<file path="config.mk">
export PLATFORM = sky130hd
export DESIGN_NAME = sync_fifo_ptr
export DESIGN_NICKNAME = d
export VERILOG_FILES = /design/src/rtl/sync_fifo_ptr.sv
export SDC_FILE = /design/constraint.sdc
export NUM_CORES = 1
export LEC_CHECK = 0
export BUFFER_PORTS_ARGS = -buffer_cell sky130_fd_sc_hd__buf_4
export CORE_MARGIN = 2
export CORE_UTILIZATION = 57
export CTS_BUF_LIST = sky130_fd_sc_hd__clkbuf_4 sky130_fd_sc_hd__clkbuf_8 sky130_fd_sc_hd__clkbuf_16
export DETAILED_ROUTE_END_ITERATION = 10
export PLACE_DENSITY = 0.95
export SYNTH_ARGS = -nofsm -noshare
export SYNTH_HDL_FRONTEND = slang
export SYNTH_SLANG_ARGS = --single-unit
</file>
<file path="constraint.sdc">
create_clock -name clk_i -period 6.7 [get_ports clk_i]
set_clock_uncertainty 0.2 [all_clocks]
set_input_delay 1.005 -clock clk_i [delete_from_list [all_inputs] [get_ports clk_i]]
set_output_delay 1.005 -clock clk_i [all_outputs]
set_load 0.005 [all_outputs]
</file>
<file path="src/rtl/sync_fifo_ptr.sv">
// sync_fifo_ptr: synchronous FIFO with valid/ready handshakes on both sides.
// Pointers wrap explicitly at Depth-1, so any Depth is supported, not only
// powers of two. Depth==0 builds a purely combinational pass-through.
//
// Ports:
//   clk_i     clock, all state changes on the rising edge
//   rst_i     synchronous active-high reset
//   clr_i     synchronous flush, empties the FIFO
//   wvalid_i  write request          wready_o  FIFO can accept a write
//   wdata_i   write data
//   rvalid_o  head data available    rready_i  consumer takes head data
//   rdata_o   head data, zero while empty
//   full_o    occupancy == Depth
//   depth_o   occupancy zero-extended to 32 bits
module sync_fifo_ptr #(
    parameter int Width = 8,
    parameter int Depth = 5
) (
    input  logic             clk_i,
    input  logic             rst_i,
    input  logic             clr_i,
    input  logic             wvalid_i,
    output logic             wready_o,
    input  logic [Width-1:0] wdata_i,
    output logic             rvalid_o,
    input  logic             rready_i,
    output logic [Width-1:0] rdata_o,
    output logic             full_o,
    output logic [31:0]      depth_o
);

    localparam int PtrWidth = (Depth > 1) ? $clog2(Depth) : 1;
    localparam int CntWidth = $clog2(Depth + 1);

    generate
        if (Depth == 0) begin : g_pass
            // No storage: the handshake simply connects producer to consumer.
            logic unused_ctrl;
            assign unused_ctrl = ^{clk_i, rst_i, clr_i};
            assign wready_o    = rready_i;
            assign rvalid_o    = wvalid_i;
            assign rdata_o     = wdata_i;
            assign full_o      = 1'b0;
            assign depth_o     = 32'd0;
        end else begin : g_fifo
            logic [Width-1:0]    mem_q [Depth];
            logic [PtrWidth-1:0] wptr_q, wptr_d;
            logic [PtrWidth-1:0] rptr_q, rptr_d;
            logic [CntWidth-1:0] cnt_q, cnt_d;
            logic                push, pop, empty;

            // Explicit wrap keeps pointers inside 0..Depth-1 for any Depth.
            function automatic logic [PtrWidth-1:0] ptr_inc(input logic [PtrWidth-1:0] p);
                if (p == PtrWidth'(Depth - 1)) begin
                    return '0;
                end
                return p + PtrWidth'(1);
            endfunction

            assign empty    = (cnt_q == '0);
            assign full_o   = (cnt_q == CntWidth'(Depth));
            // Ready/valid come from registered state only, never from the
            // other side's request, so a full FIFO cannot accept a write even
            // when a pop happens in the same cycle.
            assign wready_o = !full_o;
            assign rvalid_o = !empty;
            assign push     = wvalid_i & wready_o;
            assign pop      = rvalid_o & rready_i;
            assign rdata_o  = empty ? '0 : mem_q[rptr_q];
            assign depth_o  = 32'(cnt_q);

            always_comb begin
                wptr_d = wptr_q;
                rptr_d = rptr_q;
                cnt_d  = cnt_q;
                if (clr_i) begin
                    wptr_d = '0;
                    rptr_d = '0;
                    cnt_d  = '0;
                end else begin
                    if (push) wptr_d = ptr_inc(wptr_q);
                    if (pop)  rptr_d = ptr_inc(rptr_q);
                    if (push && !pop) begin
                        cnt_d = cnt_q + CntWidth'(1);
                    end else if (pop && !push) begin
                        cnt_d = cnt_q - CntWidth'(1);
                    end
                end
            end

            always_ff @(posedge clk_i) begin
                if (rst_i) begin
                    wptr_q <= '0;
                    rptr_q <= '0;
                    cnt_q  <= '0;
                end else begin
                    wptr_q <= wptr_d;
                    rptr_q <= rptr_d;
                    cnt_q  <= cnt_d;
                end
            end

            // Storage is not reset; contents are only visible through rptr/cnt.
            always_ff @(posedge clk_i) begin
                if (push && !clr_i && !rst_i) begin
                    mem_q[wptr_q] <= wdata_i;
                end
            end

`ifndef SYNTHESIS
            always @(posedge clk_i) begin
                if (!rst_i) begin
                    assert (int'(cnt_q) <= Depth)   else $error("count above Depth");
                    assert (int'(wptr_q) < Depth)   else $error("wptr out of range");
                    assert (int'(rptr_q) < Depth)   else $error("rptr out of range");
                    assert (!(push && full_o))      else $error("push while full");
                    assert (!(pop && empty))        else $error("pop while empty");
                end
            end
`endif
        end
    endgenerate

endmodule

</file>
==> summary.txt, run 1 <==
Placed cell count -> 237
Fraction of layout cells with a size suffix above 1 -> 24.6%
# rows -> 23
Clock Latency Late Sink -> 0.31 ns
Setup TNS -> 0 ns
DRC violations left -> 0
Distinct cells, synth -> 28
Fin crit share -> 47.0%
Setup violations, final -> 0
Cts hold-fix bufs -> 0
Power, Total -> 0.596 mW
Via density per instance -> 5.31
Clock slew at reported path FFs -> 0.09 ns
Unrepaired setup endpoints after global routing -> no
CP Cell Sequence -> buf_4, or2_2, or4_4, nor3_1
Die Span X -> 67.9 um
Setup ws final -> 3.55 ns
Power per Cell Area -> 233 nW/um2
Die Y -> 67.9 um
Fin nets -> 213
Drt wl/cell -> 15.4 um
Initial antenna violation count -> 0
CTS resizes -> 0
FMAX -> 317 MHz
Crit path time final -> 3.15 ns
Seq cells post-synth -> 52
Max_slew headroom -> 21.0%
WL final -> 3780 um
CP peak stage delay -> 0.91 ns
Post-Syn Area -> 2330 um2
Antenna-violating nets left -> 0
Layout area overhead -> 10.0%
Outcome -> completed
Vias in the first global route -> 1210
Setup CP Type -> input pin to register
Endpoints failing hold -> 0
CTS tree -> yes
N_diodes -> 0
GRT Overall Usage -> 18.2%
First-pass GRT wire length -> 5740 um
CTS Root Cell -> clkbuf_8
Area of the core -> 3970 um2
H-tree depth -> 2
Worst Hold Class -> register to register
Dpl hpwl -> 2720 um
Grt ovf -> 0
Final Non-Filler Cells -> 245
Register area share after synthesis -> 61.9%
Die footprint -> 4610 um2
Setup WS pre-CTS -> 3.20 ns
Pins Over Slew Limit -> 0
LEAKAGE -> 0.989 nW
Initial drt markers -> 45
VDD IR max -> 160 uV
I/O pin cnt -> 56
CP arrival -> 2.88 ns
Fin util -> 64.5%
Largest net degree at the start of global routing -> 18
Worst Setup End Kind -> register
Actual slew at the worst max-slew pin -> 1.18 ns
Number of CTS-inserted buffers -> 5
Post-synthesis average cell area -> 14.2 um2
Detailed Routing Iterations Pass 1 -> 4
Setup crit start kind -> input pin
Post-CTS Setup Bufs -> 0
CTS max path bufs -> 2
Clk sink count -> 52
Initial core utilization -> 58.6%
I/O Buffers -> 26
Ys Warns -> 0
DR vias -> 1301
CP Max Fanout -> 11
Slowest stage cell, crit path -> nor3_1
Cells after Synth -> 164
GPL Wtd Cong -> 0.765
Maxcap violations -> 0
Critical path required time -> 6.43 ns
[cells by family after synthesis]
family	synth area share [%]
AO/OA/AOI/OAI	3.33
XOR/XNOR	0.752
adder cells (fa/ha/maj)	3.55
buffers and inverters	11.3
flip-flops	61.9
multiplexers	12.0
other	0.161
AND/OR/NAND/NOR	6.93
[area by class of cell]
class / count / area (um2)
Clock buffer: 5 / 68.8
Clock inverter: 3 / 21.3
Fill cell: 288 / 1410
Inverter: 8 / 30.0
Multi-Input combinational cell: 99 / 728
Sequential cell: 52 / 1440
Tap cell: 50 / 62.6
Timing Repair Buffer: 28 / 210
[final timing paths]
check / from / end / slack, ns / cells after the start
max: clr_i / g_fifo.mem_q[1][4] / 3.55 / 4
min: g_fifo.rptr_q[0] / register / 0.32 / 2
max reg2reg: g_fifo.cnt_q[1] / g_fifo.mem_q[1][4] / 3.93 / 4
min reg2reg: g_fifo.rptr_q[0] / register / 0.32 / 2
[power by group]
| part | leakage [nW] | switching [mW] | internal, mW | total (mW) |
|---|---|---|---|---|
| registers | 0.458 | 0.00603 | 0.351 | 0.357 |
| clock network | 0.0445 | 0.103 | 0.0742 | 0.177 |
| logic | 0.486 | 0.0312 | 0.0312 | 0.0624 |
| total | 0.989 | 0.140 | 0.456 | 0.596 |
[state kept, by name, summed over array words and instances (netlist names), named ones only]
name	count
g_fifo.mem_q	40
g_fifo.cnt_q	3
g_fifo.wptr_q	3
g_fifo.rptr_q	3
[cell usage after synthesis]
master | n | area share (%)
a211o_1 | 1 | 0.38
a21oi_1 | 6 | 1.3
a31oi_1 | 1 | 0.27
buf_1 | 1 | 0.16
buf_2 | 1 | 0.21
buf_4 | 29 | 9.3
clkbuf_1 | 2 | 0.32
conb_1 | 1 | 0.16
dfxtp_1 | 12 | 10
edfxtp_1 | 40 | 52
fa_1 | 1 | 0.86
ha_1 | 5 | 2.7
inv_1 | 8 | 1.3
mux2i_1 | 10 | 4.3
mux4_2 | 8 | 7.7
nand2_1 | 1 | 0.16
nand3_1 | 3 | 0.64
nand3b_4 | 1 | 0.86
nor2_1 | 13 | 2.1
nor3_1 | 7 | 1.5
nor4_1 | 1 | 0.27
o21ai_0 | 5 | 1.1
o31ai_1 | 1 | 0.32
or2_2 | 1 | 0.27
or3_1 | 1 | 0.27
or3b_2 | 1 | 0.38
or4_4 | 1 | 0.48
xor2_1 | 2 | 0.75
[layer usage]
metal / wire length (um) / global-route usage (%) / vias to the layer above
met4: 95 / 11.3 / 0
li1: - / - / 597
met1: 1580 / 22.4 / 630
met2: 1820 / 28.1 / 62
met3: 284 / 5.59 / 12
met5: 0 / 0 / -
[layout by cell type (no fill, tap or decap), drive strengths merged]
| cell type | instances |
|---|---|
| buf | 28 |
| xor2 | 2 |
| mux2i | 10 |
| mux4 | 8 |
| nor3 | 7 |
| nor4 | 1 |
| a211o | 1 |
| or3 | 1 |
| dfxtp | 12 |
| or4 | 1 |
| clkinv | 1 |
| inv | 9 |
| nand3b | 1 |
| o21ai | 5 |
| ha | 5 |
| clkbuf | 5 |
| nand3 | 3 |
| nand2 | 1 |
| conb | 29 |
| nor2 | 13 |
| a21oi | 6 |
| clkinvlp | 1 |
| or2 | 1 |
| a31oi | 1 |
| fa | 1 |
| edfxtp | 40 |
| or3b | 1 |
| o31ai | 1 |
[per-stage QoR]
stage	area [um2]	hold slack, ns
2_1_floorplan	2430	0.273
3_3_place_gp	2470	0.307
3_5_place_dp	2470	0.308
4_1_cts	2560	0.321
5_1_grt	2560	0.362
6_report	2560	0.318
[worst max-delay path, delay by kind of cell]
kind          cells  cell delay (ns)
simple gates      3             1.77
buf+inv           1             0.10
(Power assumes the default switching activity.)
==> run 2: changes to the inputs <==
--- a/config.mk
+++ b/config.mk
@@ -7,10 +7,10 @@
 export LEC_CHECK = 0
 export BUFFER_PORTS_ARGS = -buffer_cell sky130_fd_sc_hd__buf_4
 export CORE_MARGIN = 2
-export CORE_UTILIZATION = 57
+export CORE_UTILIZATION = 48
 export CTS_BUF_LIST = sky130_fd_sc_hd__clkbuf_4 sky130_fd_sc_hd__clkbuf_8 sky130_fd_sc_hd__clkbuf_16
 export DETAILED_ROUTE_END_ITERATION = 10
-export PLACE_DENSITY = 0.95
+export PLACE_DENSITY = 0.87
 export SYNTH_ARGS = -nofsm -noshare
 export SYNTH_HDL_FRONTEND = slang
 export SYNTH_SLANG_ARGS = --single-unit
==> constraint.sdc (replaced) <==
create_clock -name clk_i -period 2.5 [get_ports clk_i]
set_clock_uncertainty 0.2 [all_clocks]
set_input_delay 0.375 -clock clk_i [delete_from_list [all_inputs] [get_ports clk_i]]
set_output_delay 0.375 -clock clk_i [all_outputs]
set_load 0.005 [all_outputs]
==> run 2 against run 1 <==
Net effect:
- setup slack lost 3.3 ns
- via count shrank 3.5%
- cell count grew 4.1%
- first-iteration DRC count grew 24%
- critical path type is now register to register
- highest routed layer unchanged
==> summary.txt, run 2 (synthesized netlist as in run 1, its figures left out) <==
Setup WS pre-CTS -> 0.146 ns (-3.05 ns)
Initial drt markers -> 56 (+24%)
Max_slew headroom -> 65.3% (+44 points)
Clk sink count -> 52 (unchanged)
CP Cell Sequence -> nand3b_4, inv_1, nor2_1, ha_1, inv_1, fa_1, xor2_1, or3_1, a21oi_1
Die Span X -> 73.7 um (+8.4%)
Setup CP Type -> register to register
Worst Hold Class -> input pin to register
Initial antenna violation count -> 0 (unchanged)
Most flops, register -> g_fifo.mem_q
I/O Buffers -> 26 (unchanged)
Die Y -> 73.7 um (+8.4%)
Initial core utilization -> 49.6% (-9.0 points)
Cell family with most CP delay -> simple AND/OR/NAND/NOR gates
I/O pin cnt -> 56 (unchanged)
Unrepaired setup endpoints after global routing -> no
Setup crit start kind -> register
Fraction of layout cells with a size suffix above 1 -> 26.9% (+2.3 points)
CP arrival -> 2.30 ns (-0.58 ns)
CP peak stage delay -> 0.40 ns (-0.51 ns)
Setup TNS -> 0 ns (unchanged)
H-tree depth -> 2 (unchanged)
Detailed Routing Iterations Pass 1 -> 7 (+3)
CP Buf/Inv Count -> 2 (+1)
GRT Overall Usage -> 13.3% (-4.8 points)
Fin util -> 55.7% (-8.9 points)
Vias in the first global route -> 1090 (-9.9%)
Endpoints failing hold -> 0 (unchanged)
Number of CTS-inserted buffers -> 5 (unchanged)
Fin nets -> 219 (+2.8%)
Setup violations, final -> 0 (unchanged)
Layout area overhead -> 12.1%
DR vias -> 1256 (-3.5%)
CTS Root Cell -> clkbuf_8
Crit path time final -> 2.27 ns
Outcome -> completed
# rows -> 25 (+8.7%)
First-pass GRT wire length -> 5280 um (-8.0%)
Clock Latency Late Sink -> 0.29 ns (-0.02 ns)
Area of the core -> 4690 um2 (+18%)
Clock slew at reported path FFs -> 0.09 ns (about the same)
Via density per instance -> 4.93 (-7.2%)
GPL Wtd Cong -> 0.777 (+1.6%)
Fin crit share -> 90.8%
Post-CTS Setup Bufs -> 0 (unchanged)
FMAX -> 441 MHz
N_diodes -> 0 (unchanged)
VDD IR max -> 366 uV (+130%)
Antenna-violating nets left -> 0 (unchanged)
Pins Over Slew Limit -> 0 (unchanged)
Critical path required time -> 2.53 ns (-3.90 ns)
Power, Total -> 1.58 mW (+160%)
Most common cell after layout, fill and taps aside -> edfxtp_1
CTS tree -> yes
LEAKAGE -> 1.01 nW (+2.5%)
Slowest stage cell, crit path -> dfxtp_2
CTS max path bufs -> 2 (unchanged)
Actual slew at the worst max-slew pin -> 0.520 ns (-0.655 ns)
Commonest cells after routing, fill and taps aside -> edfxtp_1, buf_4, conb_1
Largest net degree at the start of global routing -> 17 (-1)
Setup ws final -> 0.231 ns (-3.32 ns)
Power per Cell Area -> 604 nW/um2 (+160%)
Crit path top cell by count -> inv_1
Worst Setup End Kind -> register
WL final -> 3390 um (-10%)
Dpl hpwl -> 2430 um (-11%)
Max FFs per register -> 40 (unchanged)
Die footprint -> 5420 um2 (+18%)
Grt ovf -> 0 (unchanged)
CP Max Fanout -> 7 (-4)
Maxcap violations -> 0 (unchanged)
DRC violations left -> 0 (unchanged)
Drt wl/cell -> 13.3 um (-14%)
run 2: cell count changes in the layout (fill, tap and decap cells not counted):
cell	delta
dfxtp_2	+1
clkinv_1	+1
clkinvlp_4	+1
buf_4	+6
clkinv_2	-1
inv_6	-1
dfxtp_1	-1
run 2: report_power, final:
| group | switching, mW | leakage, nW | total, mW | internal [mW] |
|---|---|---|---|---|
| sequential | 0.0127 | 0.459 | 0.953 | 0.941 |
| clock | 0.256 | 0.0378 | 0.449 | 0.193 |
| combinational | 0.0861 | 0.517 | 0.174 | 0.0880 |
run 2: worst register-to-register path, cell delays in order, from the launching register on:
cell and delay, ns:
dfxtp_2 0.40, nand3b_4 0.17, inv_1 0.11, nor2_1 0.12
ha_1 0.19, inv_1 0.06, fa_1 0.37, xor2_1 0.16
or3_1 0.30, a21oi_1 0.14
run 2: metrics by stage:
stage	hold WS, ns	cell area (um2)	std cells
2_1_floorplan	0.273	2430	192
3_3_place_gp	0.298	2520	247
3_5_place_dp	0.305	2520	247
4_1_cts	0.0735	2610	255
5_1_grt	0.0710	2610	255
6_report	0.0836	2610	255
run 2: layout make-up:
type,count,area (um2)
Clock buffer,5,68.8
Clock inverter,3,18.8
Fill cell,371,2080
Inverter,8,30.0
Multi-Input combinational cell,99,728
Sequential cell,52,1440
Tap cell,54,67.6
Timing Repair Buffer,34,255
run 2: metal layers:
metal | vias up | wire length (um) | share of wire [%] | global-route usage (%)
met5 | - | 0 | 0 | 0
met3 | 3 | 239 | 7.0 | 2.61
met4 | 0 | 38 | 1.1 | 5.45
li1 | 606 | - | - | -
met2 | 64 | 1640 | 48 | 21.6
met1 | 583 | 1470 | 43 | 17.6
run 2: worst paths after layout:
kind / start / to / slack [ns] / depth (start not counted)
max: g_fifo.cnt_q[1] / g_fifo.cnt_q[2] / 0.23 / 9
min: wdata_i[6] / g_fifo.mem_q[1][6] / 0.08 / 1
max reg2reg: g_fifo.cnt_q[1] / g_fifo.cnt_q[2] / 0.23 / 9
min reg2reg: g_fifo.rptr_q[2] / g_fifo.rptr_q[2] / 0.32 / 2
run 2: repair_timing:
action	in CTS	in global routing
gates resized for setup	0	1
endpoints found under the setup margin	0	1
hold buffers	0	0
